### src/rtl/div_restoring_pkg.sv
// Shared types and constants for the iterative restoring divider.
package div_restoring_pkg;

    typedef enum logic [1:0] {
        DivIdle = 2'b00,
        DivCalc = 2'b01,
        DivFix  = 2'b10,
        DivDone = 2'b11
    } div_state_e;

    localparam int unsigned DIV_ITERS = 32;

endpackage

### src/rtl/div_restoring_if.sv
// Operand request and result handshake between the EX stage and the divider.
interface div_restoring_if #(
    parameter int unsigned WIDTH = 32
);
    logic [WIDTH-1:0]   a;
    logic [WIDTH-1:0]   b;
    logic               sign;
    logic               opn_valid;
    logic               res_valid;
    logic               res_ready;
    logic [2*WIDTH-1:0] result;

    modport master (
        output a, b, sign, opn_valid, res_ready,
        input  res_valid, result
    );

    modport slave (
        input  a, b, sign, opn_valid, res_ready,
        output res_valid, result
    );
endinterface

### src/rtl/div_restoring.sv
// Radix-2 restoring divider for MIPS DIV/DIVU; result is {remainder, quotient} = {HI, LO}.
// One quotient bit per cycle on magnitudes, sign fix-up applied in a final cycle.
module div_restoring
    import div_restoring_pkg::*;
#(
    parameter int unsigned WIDTH = DIV_ITERS,
    parameter int unsigned CNT_W = 6
) (
    input  logic            clk,
    input  logic            rst,
    div_restoring_if.slave  bus
);

    div_state_e         state_q, state_d;
    logic [CNT_W-1:0]   cnt_q, cnt_d;
    logic [WIDTH-1:0]   rem_q, rem_d;
    logic [WIDTH-1:0]   quo_q, quo_d;
    logic [WIDTH-1:0]   dvs_q, dvs_d;
    logic               neg_quo_q, neg_quo_d;
    logic               neg_rem_q, neg_rem_d;
    logic               div_zero_q, div_zero_d;
    logic               res_valid_q, res_valid_d;
    logic [2*WIDTH-1:0] result_q, result_d;

    logic [WIDTH:0]     rem_sh;
    logic [WIDTH:0]     trial;

    function automatic logic [WIDTH-1:0] neg_if(input logic [WIDTH-1:0] v, input logic neg);
        return neg ? -v : v;
    endfunction

    always_comb begin
        state_d     = state_q;
        cnt_d       = cnt_q;
        rem_d       = rem_q;
        quo_d       = quo_q;
        dvs_d       = dvs_q;
        neg_quo_d   = neg_quo_q;
        neg_rem_d   = neg_rem_q;
        div_zero_d  = div_zero_q;
        res_valid_d = res_valid_q;
        result_d    = result_q;

        // quo_q doubles as the dividend shift register; its MSB feeds the remainder.
        rem_sh = {rem_q, quo_q[WIDTH-1]};
        trial  = rem_sh - {1'b0, dvs_q};

        unique case (state_q)
            DivIdle: begin
                if (bus.opn_valid) begin
                    quo_d      = neg_if(bus.a, bus.sign & bus.a[WIDTH-1]);
                    dvs_d      = neg_if(bus.b, bus.sign & bus.b[WIDTH-1]);
                    neg_quo_d  = bus.sign & (bus.a[WIDTH-1] ^ bus.b[WIDTH-1]);
                    neg_rem_d  = bus.sign & bus.a[WIDTH-1];
                    div_zero_d = (bus.b == '0);
                    rem_d      = '0;
                    cnt_d      = '0;
                    state_d    = DivCalc;
                end
            end
            DivCalc: begin
                if (!bus.opn_valid) begin
                    state_d = DivIdle;
                end else begin
                    rem_d = trial[WIDTH] ? rem_sh[WIDTH-1:0] : trial[WIDTH-1:0];
                    quo_d = {quo_q[WIDTH-2:0], ~trial[WIDTH]};
                    cnt_d = cnt_q + CNT_W'(1);
                    if (cnt_q == CNT_W'(WIDTH - 1)) begin
                        state_d = DivFix;
                    end
                end
            end
            DivFix: begin
                if (!bus.opn_valid) begin
                    state_d = DivIdle;
                end else begin
                    if (div_zero_q) begin
                        // rem_q ends up holding |a|; undoing the magnitude gives back a.
                        result_d = {neg_if(rem_q, neg_rem_q), {WIDTH{1'b1}}};
                    end else begin
                        result_d = {neg_if(rem_q, neg_rem_q), neg_if(quo_q, neg_quo_q)};
                    end
                    res_valid_d = 1'b1;
                    state_d     = DivDone;
                end
            end
            DivDone: begin
                if (bus.res_ready) begin
                    res_valid_d = 1'b0;
                    state_d     = DivIdle;
                end
            end
            default: state_d = DivIdle;
        endcase
    end

    always_ff @(posedge clk) begin
        if (rst) begin
            state_q     <= DivIdle;
            cnt_q       <= '0;
            rem_q       <= '0;
            quo_q       <= '0;
            dvs_q       <= '0;
            neg_quo_q   <= 1'b0;
            neg_rem_q   <= 1'b0;
            div_zero_q  <= 1'b0;
            res_valid_q <= 1'b0;
            result_q    <= '0;
        end else begin
            state_q     <= state_d;
            cnt_q       <= cnt_d;
            rem_q       <= rem_d;
            quo_q       <= quo_d;
            dvs_q       <= dvs_d;
            neg_quo_q   <= neg_quo_d;
            neg_rem_q   <= neg_rem_d;
            div_zero_q  <= div_zero_d;
            res_valid_q <= res_valid_d;
            result_q    <= result_d;
        end
    end

    assign bus.res_valid = res_valid_q;
    assign bus.result    = result_q;

endmodule

### src/flat_wrapper.sv
// flat-port wrapper written by rule: the top's interface ports become plain ports
module div_restoring_flat import div_restoring_pkg::*;
#(
    parameter int unsigned WIDTH = DIV_ITERS,
    parameter int unsigned CNT_W = 6
)
  (clk, rst, bus_a, bus_b, bus_sign, bus_opn_valid, bus_res_ready, bus_res_valid, bus_result);
  div_restoring_if #(.WIDTH(WIDTH)) bus_i ();
  input  logic clk;
  input  logic rst;
  input wire logic [$bits(bus_i.a)-1:0] bus_a;
  input wire logic [$bits(bus_i.b)-1:0] bus_b;
  input wire logic [$bits(bus_i.sign)-1:0] bus_sign;
  input wire logic [$bits(bus_i.opn_valid)-1:0] bus_opn_valid;
  input wire logic [$bits(bus_i.res_ready)-1:0] bus_res_ready;
  output wire logic [$bits(bus_i.res_valid)-1:0] bus_res_valid;
  output wire logic [$bits(bus_i.result)-1:0] bus_result;
  assign bus_i.a = bus_a;
  assign bus_i.b = bus_b;
  assign bus_i.sign = bus_sign;
  assign bus_i.opn_valid = bus_opn_valid;
  assign bus_i.res_ready = bus_res_ready;
  assign bus_res_valid = bus_i.res_valid;
  assign bus_result = bus_i.result;
  div_restoring #(.WIDTH(WIDTH), .CNT_W(CNT_W)) u_core (.clk(clk), .rst(rst), .bus(bus_i));
endmodule
### config.mk
export PLATFORM = sky130hd
export DESIGN_NAME = div_restoring_flat
export DESIGN_NICKNAME = d
export VERILOG_FILES = /design/src/rtl/div_restoring_pkg.sv /design/src/rtl/div_restoring_if.sv /design/src/rtl/div_restoring.sv /design/src/flat_wrapper.sv
export SDC_FILE = /design/constraint.sdc
export NUM_CORES = 1
export LEC_CHECK = 0
export ABC_CLOCK_PERIOD_IN_PS = 6350
export BUFFER_PORTS_ARGS = -buffer_cell sky130_fd_sc_hd__buf_2
export CORE_MARGIN = 2
export CORE_UTILIZATION = 35
export DETAILED_ROUTE_END_ITERATION = 10
export PLACE_DENSITY = 0.5
export REMOVE_ABC_BUFFERS = 1
export SYNTH_ARGS = -nofsm -noshare
export SYNTH_HDL_FRONTEND = slang
export SYNTH_SLANG_ARGS = --single-unit
### constraint.sdc
create_clock -name clk -period 6.35 [get_ports clk]
set_clock_uncertainty 0.15 [all_clocks]
set_input_delay 1.905 -clock clk [delete_from_list [all_inputs] [get_ports clk]]
set_output_delay 1.905 -clock clk [all_outputs]
set_load 0.01 [all_outputs]
==> results.py, run 1 <==
metrics = {
    "status": {
        "status": "complete, no violations",
    },
    "sta": {
        "finalCritPeriodShare": 0.692,
        "hold_violations": 0,
        "worst_slew_pin_slew_ps": 1060,
        "finalSetupTns_ps": 0,
        "maxSlewViolCount": 0,
        "final-setup-viol-count": 0,
        "rsz0062_at_grt": "no",
        "relSlewSlack": 0.289,
        "period_needed_ps": 4390,
        "timing.final.ws_setup_ps": 1960,
        "fmax_mhz": 228,
    },
    "clock_tree": {
        "cts_buffers": 17,
        "clock_latency_ps": 440,
        "clock_sinks": 172,
        "clockBufferDepth": 2,
        "post-cts-setup-buffer-count": 0,
        "cts_tree": "yes",
        "hold_buffers": 0,
        "cts_resized": 0,
        "cts_root_buf": "clkbuf_16",
        "clk_pin_slew_worst_paths_ps": 70,
        "htreeDepth": 4,
    },
    "hold_path": {
        "worstHoldPathType": "reg -> reg",
        "min_delay_path_depth": 2,
    },
    "cells_and_area": {
        "area_delta_synth_final_pct": 15.1,
        "drive_above_1_share": 0.135,
        "utilization": 0.408,
        "fillers": 3160,
        "instances_no_fill": 1861,
        "fin_nets": 1565,
        "diodes": 0,
    },
    "logic_synthesis": {
        "async_flop_share": 0,
        "ys.flop_type": "dfxtp_1",
        "synth.top_cell.area_share": 0.329,
        "synth_edf_count": 0,
        "avgSynthCellArea_um2": 7.63,
        "synth_seq_cells": 172,
        "synth_top_cell_by_area": "dfxtp_1",
        "syn-instance-count": 1373,
        "synth.distinct_cells": 63,
        "synth_warnings": 0,
        "yosysSeqAreaShare": 0.329,
        "synth_area_um2": 10500,
        "synth.area.top_cells": "dfxtp_1, xor2_1, nand2_1",
    },
    "place": {
        "pre_cts_slack_ps": 1500,
        "portBuffers": 133,
        "gp_congestion": 0.850,
        "dp_hpwl_um": 21900,
        "dp.cells": 1829,
    },
    "floorplan": {
        "num_rows": 63,
        "die_height_um": 177,
        "initial_core_util": 0.354,
        "ios": 134,
        "core-area_um2": 29600,
        "dieArea_um2": 31300,
        "fp.dieW_um": 177,
    },
    "grt": {
        "grt_max_degree": 74,
        "grtUsageTotal": 0.192,
        "grt_pass1_vias": 8812,
        "antenna_found_initial": 0,
        "grt_pass1_wl_um": 48100,
        "overflow": 0,
    },
    "worst_setup_path": {
        "slowest_delay_ps": 560,
        "setup.worst_path.class": "in -> reg",
        "worstSetupEndpointType": "register",
        "path_depth": 10,
        "path_max_fanout": 4,
        "crit_top_cell": "or4_1",
        "path_cells": "buf_2 > or4_1 > or4_1 > nor4_1 > nand3_1 > o41ai_1 > o21ai_0 > xor2_1 > nand2_1 > a21oi_1",
        "crit_slowest_cell": "or4_1",
        "reg2regPathDepth": 12,
        "crit_arrival_ps": 4610,
        "critPathLaunchType": "primary input",
        "path_delay_family": "simple AND/OR/NAND/NOR gates",
        "cp.required_ps": 6570,
        "crit_buf_inv": 1,
    },
    "drt": {
        "route.top_layer_used": "met4",
        "wl_met1_um": 15100,
        "dr_wl_met3_um": 950,
        "drt_iter0_markers": 455,
        "wl_met2_um": 13100,
        "vias": 9715,
        "avgRoutedWirePerCell_um": 15.9,
        "postRouteAntennaNets": 0,
        "drt-vias-per-instance": 5.22,
        "drtPass1Iterations": 5,
        "drc": 0,
        "drt_wl_total_um": 29500,
    },
    "power_and_ir_drop": {
        "comb_power_share": 0.178,
        "pwr-share-clk": 0.393,
        "switching_share": 0.305,
        "intPower_mw": 1.90,
        "leakage_nw": 4.72,
        "seq_power_share": 0.429,
        "power_per_cell_area_nw_per_um2": 227,
        "p_sw_mw": 0.834,
        "finalPower_mw": 2.73,
        "peakVddDrop_mv": 0.202,
    },
    "job": {
        "cap_violations": 0,
    },
}
synthesized netlist by cell type (all sizes together) (7+ instances only):
cell    instances
a211oi         79
a21o           14
a21oi         108
a32oi          10
buf             8
clkbuf         71
dfxtp         172
ha             37
inv            54
nand2         184
nand2b          9
nand3          16
nand4          11
nor2          153
nor2b           7
nor3           21
nor4           15
o21ai         118
o31ai          28
o41ai          18
or3            13
or4            12
xnor2          45
xor2           98
metrics by stage:
step	cell area (µm²)	hold WS, ps
3_3_place_gp	11500	287
6_report	12100	300
3_5_place_dp	11500	288
5_1_grt	12100	322
4_1_cts	12100	303
2_1_floorplan	10200	276
layout by cell type (no fill, tap or decap), types with 8 or more instances in the layout:
master | netlist | final
nand2_1 | 184 | 184
dfxtp_1 | 172 | 171
nor2_1 | 153 | 149
buf_2 | 0 | 132
o21ai_0 | 116 | 116
a21oi_1 | 108 | 108
xor2_1 | 98 | 98
a211oi_1 | 79 | 79
inv_1 | 54 | 54
xnor2_1 | 45 | 44
ha_1 | 37 | 37
o31ai_1 | 28 | 28
nor3_1 | 20 | 20
o41ai_1 | 18 | 18
clkbuf_16 | 0 | 17
nand3_1 | 16 | 16
nor4_1 | 15 | 15
a21o_1 | 14 | 14
buf_4 | 0 | 12
or3_1 | 11 | 11
or4_1 | 11 | 11
nand4_1 | 10 | 10
a32oi_1 | 10 | 10
nand2b_1 | 8 | 8
registers in the layout (all words and copies together) (netlist names):
| register | count |
|---|---|
| u_core.bus.res_valid | 1 |
| u_core.neg_quo_q | 1 |
| u_core.cnt_q | 6 |
| u_core.rem_q | 32 |
| u_core.div_zero_q | 1 |
| u_core.bus.result | 64 |
| u_core.state_q | 2 |
| u_core.quo_q | 32 |
| u_core.dvs_q | 32 |
| u_core.neg_rem_q | 1 |
tightest hold or removal path: stages (launching register included):
cell,delay [ps]
dfxtp_1,310
nand2_1,50
a21oi_1,50
power by group through the flow:
stage / registers [mW] / logic [mW] / clock network, mW
after global placement: 1.20 / 0.488 / 0
after global routing: 1.18 / 0.548 / 1.15
after detailed placement: 1.20 / 0.488 / 0
after CTS: 1.17 / 0.491 / 1.10
final: 1.17 / 0.487 / 1.08
after floorplan: 1.20 / 0.318 / 0
worst paths after layout:
kind                            slack [ps]                          start                       endpoint
worst max-delay path                  1960                      bus_b[10]  u_core.dvs_q[30]$_SDFFE_PP0P_
worst min-delay path                   300  u_core.dvs_q[15]$_SDFFE_PP0P_  u_core.dvs_q[15]$_SDFFE_PP0P_
worst max register to register        2260   u_core.rem_q[1]$_SDFFE_PP0P_  u_core.rem_q[31]$_SDFFE_PP0P_
worst min register to register         300  u_core.dvs_q[15]$_SDFFE_PP0P_  u_core.dvs_q[15]$_SDFFE_PP0P_
final cells by class:
class / instances / area, µm² / share of cell area
timing repair buffer: 145 / 771 / 0.0639
multi-input combinational: 1068 / 6560 / 0.544
clock inverter: 14 / 161 / 0.0134
sequential: 172 / 3440 / 0.286
clock buffer: 18 / 429 / 0.0356
tap: 390 / 488 / 0.0405
inverter: 54 / 203 / 0.0168
routing by layer:
layer	vias up	global-route usage
met5	-	0
met3	26	0.0266
met2	190	0.302
li1	5062	-
met1	4437	0.274
met4	0	0.0496
logic make-up after synthesis:
group / Yosys count / share of synthesized area
AND/OR/NAND/NOR: 459 / 0.195
AO/OA/AOI/OAI: 424 / 0.258
flip-flops: 172 / 0.329
XOR/XNOR: 143 / 0.120
buffers and inverters: 133 / 0.0477
adder cells (fa/ha/maj): 38 / 0.0461
multiplexers: 4 / 0.00382
Note: power is estimated with default switching activity, not from simulation.
==> inputs of run 2 (changes only) <==
- ABC_CLOCK_PERIOD_IN_PS: 6350 -> 3750
- PLACE_DENSITY: 0.5 -> 0.52
- clock period: 6.35 -> 3.75 ns (I/O delays scaled with it)
==> run 2 against run 1 <==
  * Worst hold slack better by 8.2 ps
  * Global-route usage down 0.27 points
  * Wire length rose by 0.39%
  * Critical endpoint is now u_core.rem_q[12]$_SDFFE_PP0P_
  * Largest cell class unchanged
  * Largest power group unchanged
==> results.py, run 2 (synthesis results as in run 1) <==
metrics = {
    "job": {
        "cap_violations": 0,
    },
    "hold_path": {
        "worstHoldPathType": "reg -> reg",
    },
    "floorplan": {
        "initial_core_util": 0.354,
        "die_height_um": 177,
        "num_rows": 63,
        "dieArea_um2": 31300,
        "ios": 134,
        "fp.dieW_um": 177,
        "core-area_um2": 29600,
    },
    "cells_and_area": {
        "area_delta_synth_final_pct": 18.2,
        "instances_no_fill": 1898,
        "drive_above_1_share": 0.156,
        "diodes": 0,
        "layout_commonest_cell": "nand2_1",
        "utilization": 0.419,
        "fillers": 3106,
        "final_cell_mix": "nand2_1, dfxtp_1, nor2_1, buf_2, o21ai_0",
        "fin_nets": 1603,
        "largest_reg_flops": 64,
    },
    "drt": {
        "drt_iter0_markers": 532,
        "drt_wl_total_um": 29600,
        "drtPass1Iterations": 4,
        "avgRoutedWirePerCell_um": 15.6,
        "postRouteAntennaNets": 0,
        "vias": 9819,
        "drc": 0,
        "drt-vias-per-instance": 5.17,
    },
    "sta": {
        "rsz0062_at_grt": "no",
        "fmax_mhz": 285,
        "finalCritPeriodShare": 0.936,
        "final-setup-viol-count": 0,
        "relSlewSlack": 0.186,
        "worst_slew_pin_slew_ps": 1220,
        "timing.final.ws_setup_ps": 239,
        "hold_violations": 0,
        "period_needed_ps": 3510,
        "maxSlewViolCount": 0,
    },
    "clock_tree": {
        "post-cts-setup-buffer-count": 0,
        "cts_buffers": 17,
        "cts_root_buf": "clkbuf_16",
        "cts_tree": "yes",
        "clock_sinks": 172,
        "clk_pin_slew_worst_paths_ps": 70,
        "clock_latency_ps": 440,
        "cts_resized": 0,
        "htreeDepth": 4,
        "hold_buffers": 0,
        "clockBufferDepth": 2,
    },
    "grt": {
        "grtUsageTotal": 0.189,
        "overflow": 0,
        "antenna_found_initial": 0,
        "grt_pass1_wl_um": 47400,
        "grt_max_degree": 113,
        "grt_pass1_vias": 8913,
    },
    "place": {
        "dp.cells": 1867,
        "dp_hpwl_um": 22000,
        "gp_congestion": 0.825,
        "portBuffers": 133,
        "pre_cts_slack_ps": -9.76,
    },
    "worst_setup_path": {
        "crit_top_cell": "a21oi_1",
        "setup.worst_path.class": "reg -> reg",
        "slowest_delay_ps": 620,
        "worstSetupEndpointType": "register",
        "crit_arrival_ps": 3650,
        "path_cells": "inv_1 > ha_1 > nor2b_1 > o21ai_1 > a21oi_1 > o31ai_1 > o21bai_1 > a221o_1 > xnor2_2 > buf_12 > nor2_1 > a21oi_1 > o21ai_0",
        "path_max_fanout": 33,
        "critPathLaunchType": "register",
        "cp.required_ps": 3890,
        "crit_slowest_cell": "o31ai_1",
    },
    "power_and_ir_drop": {
        "power_per_cell_area_nw_per_um2": 380,
        "peakVddDrop_mv": 0.335,
        "leakage_nw": 4.93,
        "finalPower_mw": 4.71,
    },
    "status": {
        "status": "complete, no violations",
    },
}
==> run 2: changes by cell type in the layout (fill, tap and decap cells not counted), sizes merged <==
cell	previous run	this run
inv	59	61
bufinv	2	3
buf	145	183
clkinv	5	2
clkbuf	18	17
==> run 2: path summary, 6_finish.rpt <==
kind	from	endpoint	slack, ps	cells past startpoint
worst max-delay path	u_core.dvs_q[2]$_SDFFE_PP0P_	u_core.rem_q[12]$_SDFFE_PP0P_	240	13
worst min-delay path	u_core.bus.result[62]$_SDFFE_PP0P_	u_core.bus.result[62]$_SDFFE_PP0P_	310	2
worst max register to register	u_core.dvs_q[2]$_SDFFE_PP0P_	u_core.rem_q[12]$_SDFFE_PP0P_	240	13
worst min register to register	u_core.bus.result[62]$_SDFFE_PP0P_	u_core.bus.result[62]$_SDFFE_PP0P_	310	2
==> run 2: power by group <==
part           switching, mW  internal, mW
clock                  0.818          1.06
sequential            0.0886          1.91
combinational          0.504         0.328
==> run 2: critical path: cells and delay by family (launching register included) <==
kind                       cells  cell delay [ps]
DFF                            1              310
xor gates and xnor gates       1              300
buffers and inverters          2              270
and+or+nand+nor                2              220
AOI/OAI and AO/OA              7             1780
adders and majority gates      1              330
==> run 2: through the flow <==
stage          TNS (ps)  cell area, µm²  hold slack [ps]
6_report              0           12400              309
2_1_floorplan    -73810           10200              276
5_1_grt               0           12400              327
3_5_place_dp      -9.76           11800              295
4_1_cts               0           12400              310
3_3_place_gp      -12.8           11800              286
==> run 2: final cells by class <==
class	instances	area, µm²	area share
Tap cell	390	488	0.0394
Sequential cell	172	3440	0.278
Timing Repair Buffer	183	1080	0.0873
Clock inverter	14	181	0.0147
Inverter	54	203	0.0164
Clock buffer	17	425	0.0344
Multi-Input combinational cell	1068	6560	0.530
==> run 2: routing by layer <==
layer	up-vias	track usage	wire, µm
met4	0	0.0472	333
met5	-	0	0
li1	5130	-	-
met3	19	0.0249	1040
met2	194	0.303	13300
met1	4476	0.267	15000
==> inputs of run 3 (changes only) <==
==> constraint.sdc (replaced) <==
create_clock -name clk -period 3.75 [get_ports clk]
set_clock_uncertainty 0.15 [all_clocks]
set_input_delay 0.375 -clock clk [delete_from_list [all_inputs] [get_ports clk]]
set_output_delay 0.375 -clock clk [all_outputs]
set_load 0.01 [all_outputs]
==> run 3 against run 2 <==
  * Clock power about the same
  * Cell area decreased by 1.2%
  * Register-to-register slack improved by 150 ps
  * Highest routed layer unchanged
  * Combinational power about the same
  * Utilization decreased by 0.48 points
  * Die area did not move
  * Worst hold slack worse by 250 ps
  * Via count fell by 0.17%
==> results.py, run 3 (synthesis results as in run 1) <==
metrics = {
    "sta": {
        "worst_slew_pin_slew_ps": 1100,
        "timing.final.ws_setup_ps": 390,
        "maxSlewViolCount": 0,
        "rsz0062_at_grt": "no",
        "whs_ps": 63.6,
        "fmax_mhz": 298,
        "hold_violations": 0,
        "finalSetupTns_ps": 0,
        "relSlewSlack": 0.262,
        "final-setup-viol-count": 0,
        "finalCritPeriodShare": 0.896,
        "period_needed_ps": 3360,
    },
    "worst_setup_path": {
        "r2r_end": "u_core.rem_q[31]$_SDFFE_PP0P_",
        "crit_top_cell": "inv_1",
        "r2r_slack_ps": 390,
        "slowest_delay_ps": 420,
        "cp.required_ps": 3910,
        "path_delay_family": "compound AO/OA/AOI/OAI gates",
        "reg2regPathDepth": 14,
        "r2r-start": "u_core.quo_q[31]$_SDFFE_PP0P_",
        "crit_arrival_ps": 3520,
        "worstSetupEndpointType": "register",
        "crit_slowest_cell": "dfxtp_1",
        "path_cells": "inv_1 > ha_1 > fa_1 > nor2b_1 > o21ai_1 > a21oi_1 > o31ai_1 > o21bai_1 > a221o_1 > xnor2_2 > buf_12 > inv_1 > nand2_1 > o21ai_0",
        "critPathLaunchType": "register",
        "crit_buf_inv": 3,
        "setup.worst_path.class": "reg -> reg",
        "path_max_fanout": 27,
    },
    "hold_path": {
        "worstHoldPathType": "in -> reg",
        "holdPathEnd": "u_core.dvs_q[0]$_SDFFE_PP0P_",
        "min_delay_path_depth": 3,
        "holdCritStartpoint": "bus_b[0]",
    },
    "cells_and_area": {
        "drive_above_1_share": 0.147,
        "final_cell_mix": "nand2_1, dfxtp_1, nor2_1, buf_2, o21ai_0",
        "diodes": 0,
        "layout_commonest_cell": "nand2_1",
        "utilization": 0.414,
        "fin_nets": 1584,
        "final_area_um2": 12200,
        "area_delta_synth_final_pct": 16.9,
        "largest_reg_flops": 64,
        "instances_no_fill": 1880,
    },
    "power_and_ir_drop": {
        "finalPower_mw": 4.69,
        "leakage_nw": 4.83,
        "power_per_cell_area_nw_per_um2": 383,
        "peakVddDrop_mv": 0.318,
    },
    "place": {
        "dp.cells": 1848,
        "place_area_um2": 11600,
        "dp_hpwl_um": 22200,
        "gp_congestion": 0.850,
        "pre_cts_slack_ps": 172,
        "portBuffers": 133,
    },
    "clock_tree": {
        "cts_root_buf": "clkbuf_16",
        "cts_tree": "yes",
        "clk_pin_slew_worst_paths_ps": 70,
        "clock_latency_ps": 440,
        "clockBufferDepth": 2,
        "clock_sinks": 172,
        "htreeDepth": 4,
        "cts_buffers": 17,
    },
    "grt": {
        "overflow": 0,
        "grt_pass1_vias": 9165,
        "antenna_found_initial": 0,
        "grtUsageTotal": 0.195,
        "grt_pass1_wl_um": 49100,
        "grt_max_degree": 92,
    },
    "floorplan": {
        "core-area_um2": 29600,
        "die_height_um": 177,
        "dieArea_um2": 31300,
        "ios": 134,
        "num_rows": 63,
        "fp.dieW_um": 177,
        "initial_core_util": 0.354,
    },
    "job": {
        "cap_violations": 0,
    },
    "drt": {
        "postRouteAntennaNets": 0,
        "drtPass1Iterations": 5,
        "drt_iter0_markers": 661,
        "drt-vias-per-instance": 5.21,
        "drt_wl_total_um": 30200,
        "drc": 0,
        "vias": 9802,
        "avgRoutedWirePerCell_um": 16.1,
    },
    "status": {
        "status": "complete, no violations",
    },
}
[run 3: changes by cell type in the layout (fill, tap and decap cells not counted)]
cell	change
clkinv_2	-1
nor4_1	-1
inv_8	+1
nor4_2	+1
bufinv_16	-1
inv_6	+1
buf_4	-19
clkinv_4	+1
[run 3: layer usage]
layer,GRT usage,vias up,wire length (µm)
met3,0.0271,26,1000
li1,-,5093,-
met1,0.282,4494,15400
met5,0,-,0
met4,0.0451,0,395
met2,0.305,189,13500
[run 3: worst max path at each step]
stage / from / end / slack, ps / depth (start not counted)
3_5_place_dp: u_core.rem_q[12]$_SDFFE_PP0P_ / u_core.bus.result[60]$_SDFFE_PP0P_ / 170 / 8
6_report: u_core.quo_q[31]$_SDFFE_PP0P_ / u_core.rem_q[31]$_SDFFE_PP0P_ / 390 / 14
5_1_grt: u_core.quo_q[31]$_SDFFE_PP0P_ / u_core.rem_q[4]$_SDFFE_PP0P_ / 100 / 15
4_1_cts: u_core.rem_q[12]$_SDFFE_PP0P_ / u_core.bus.result[60]$_SDFFE_PP0P_ / 160 / 8
3_3_place_gp: u_core.rem_q[12]$_SDFFE_PP0P_ / u_core.bus.result[58]$_SDFFE_PP0P_ / 230 / 8
2_1_floorplan: u_core.rem_q[1]$_SDFFE_PP0P_ / u_core.rem_q[14]$_SDFFE_PP0P_ / -1170 / 11
[run 3: cell type report]
cell class / count / area [µm²]
Clock buffer: 17 / 425
Clock inverter: 15 / 175
Fill cell: 3159 / 17300
Inverter: 54 / 203
Multi-Input combinational cell: 1068 / 6570
Sequential cell: 172 / 3440
Tap cell: 390 / 488
Timing Repair Buffer: 164 / 938
[run 3: worst register-to-register path, cell delays in order (launching register included)]
cell      delay, ps
dfxtp_1         420
inv_1           100
ha_1            220
fa_1            390
nor2b_1         170
o21ai_1         100
a21oi_1         200
o31ai_1         140
o21bai_1        250
a221o_1         270
xnor2_2         150
buf_12          200
inv_1           120
nand2_1         230
o21ai_0         140
[run 3: what timing repair did]
action / CTS / global route
endpoints found under the setup margin: 0 / 2
resized for setup: 0 / 1
setup buffers: 0 / 0
hold buffers: 0 / 0
[run 3: power by group]
part	internal, mW	switching (mW)	leakage, nW
combinational	0.324	0.509	3.14
clock	1.01	0.855	0.291
sequential	1.91	0.0862	1.40
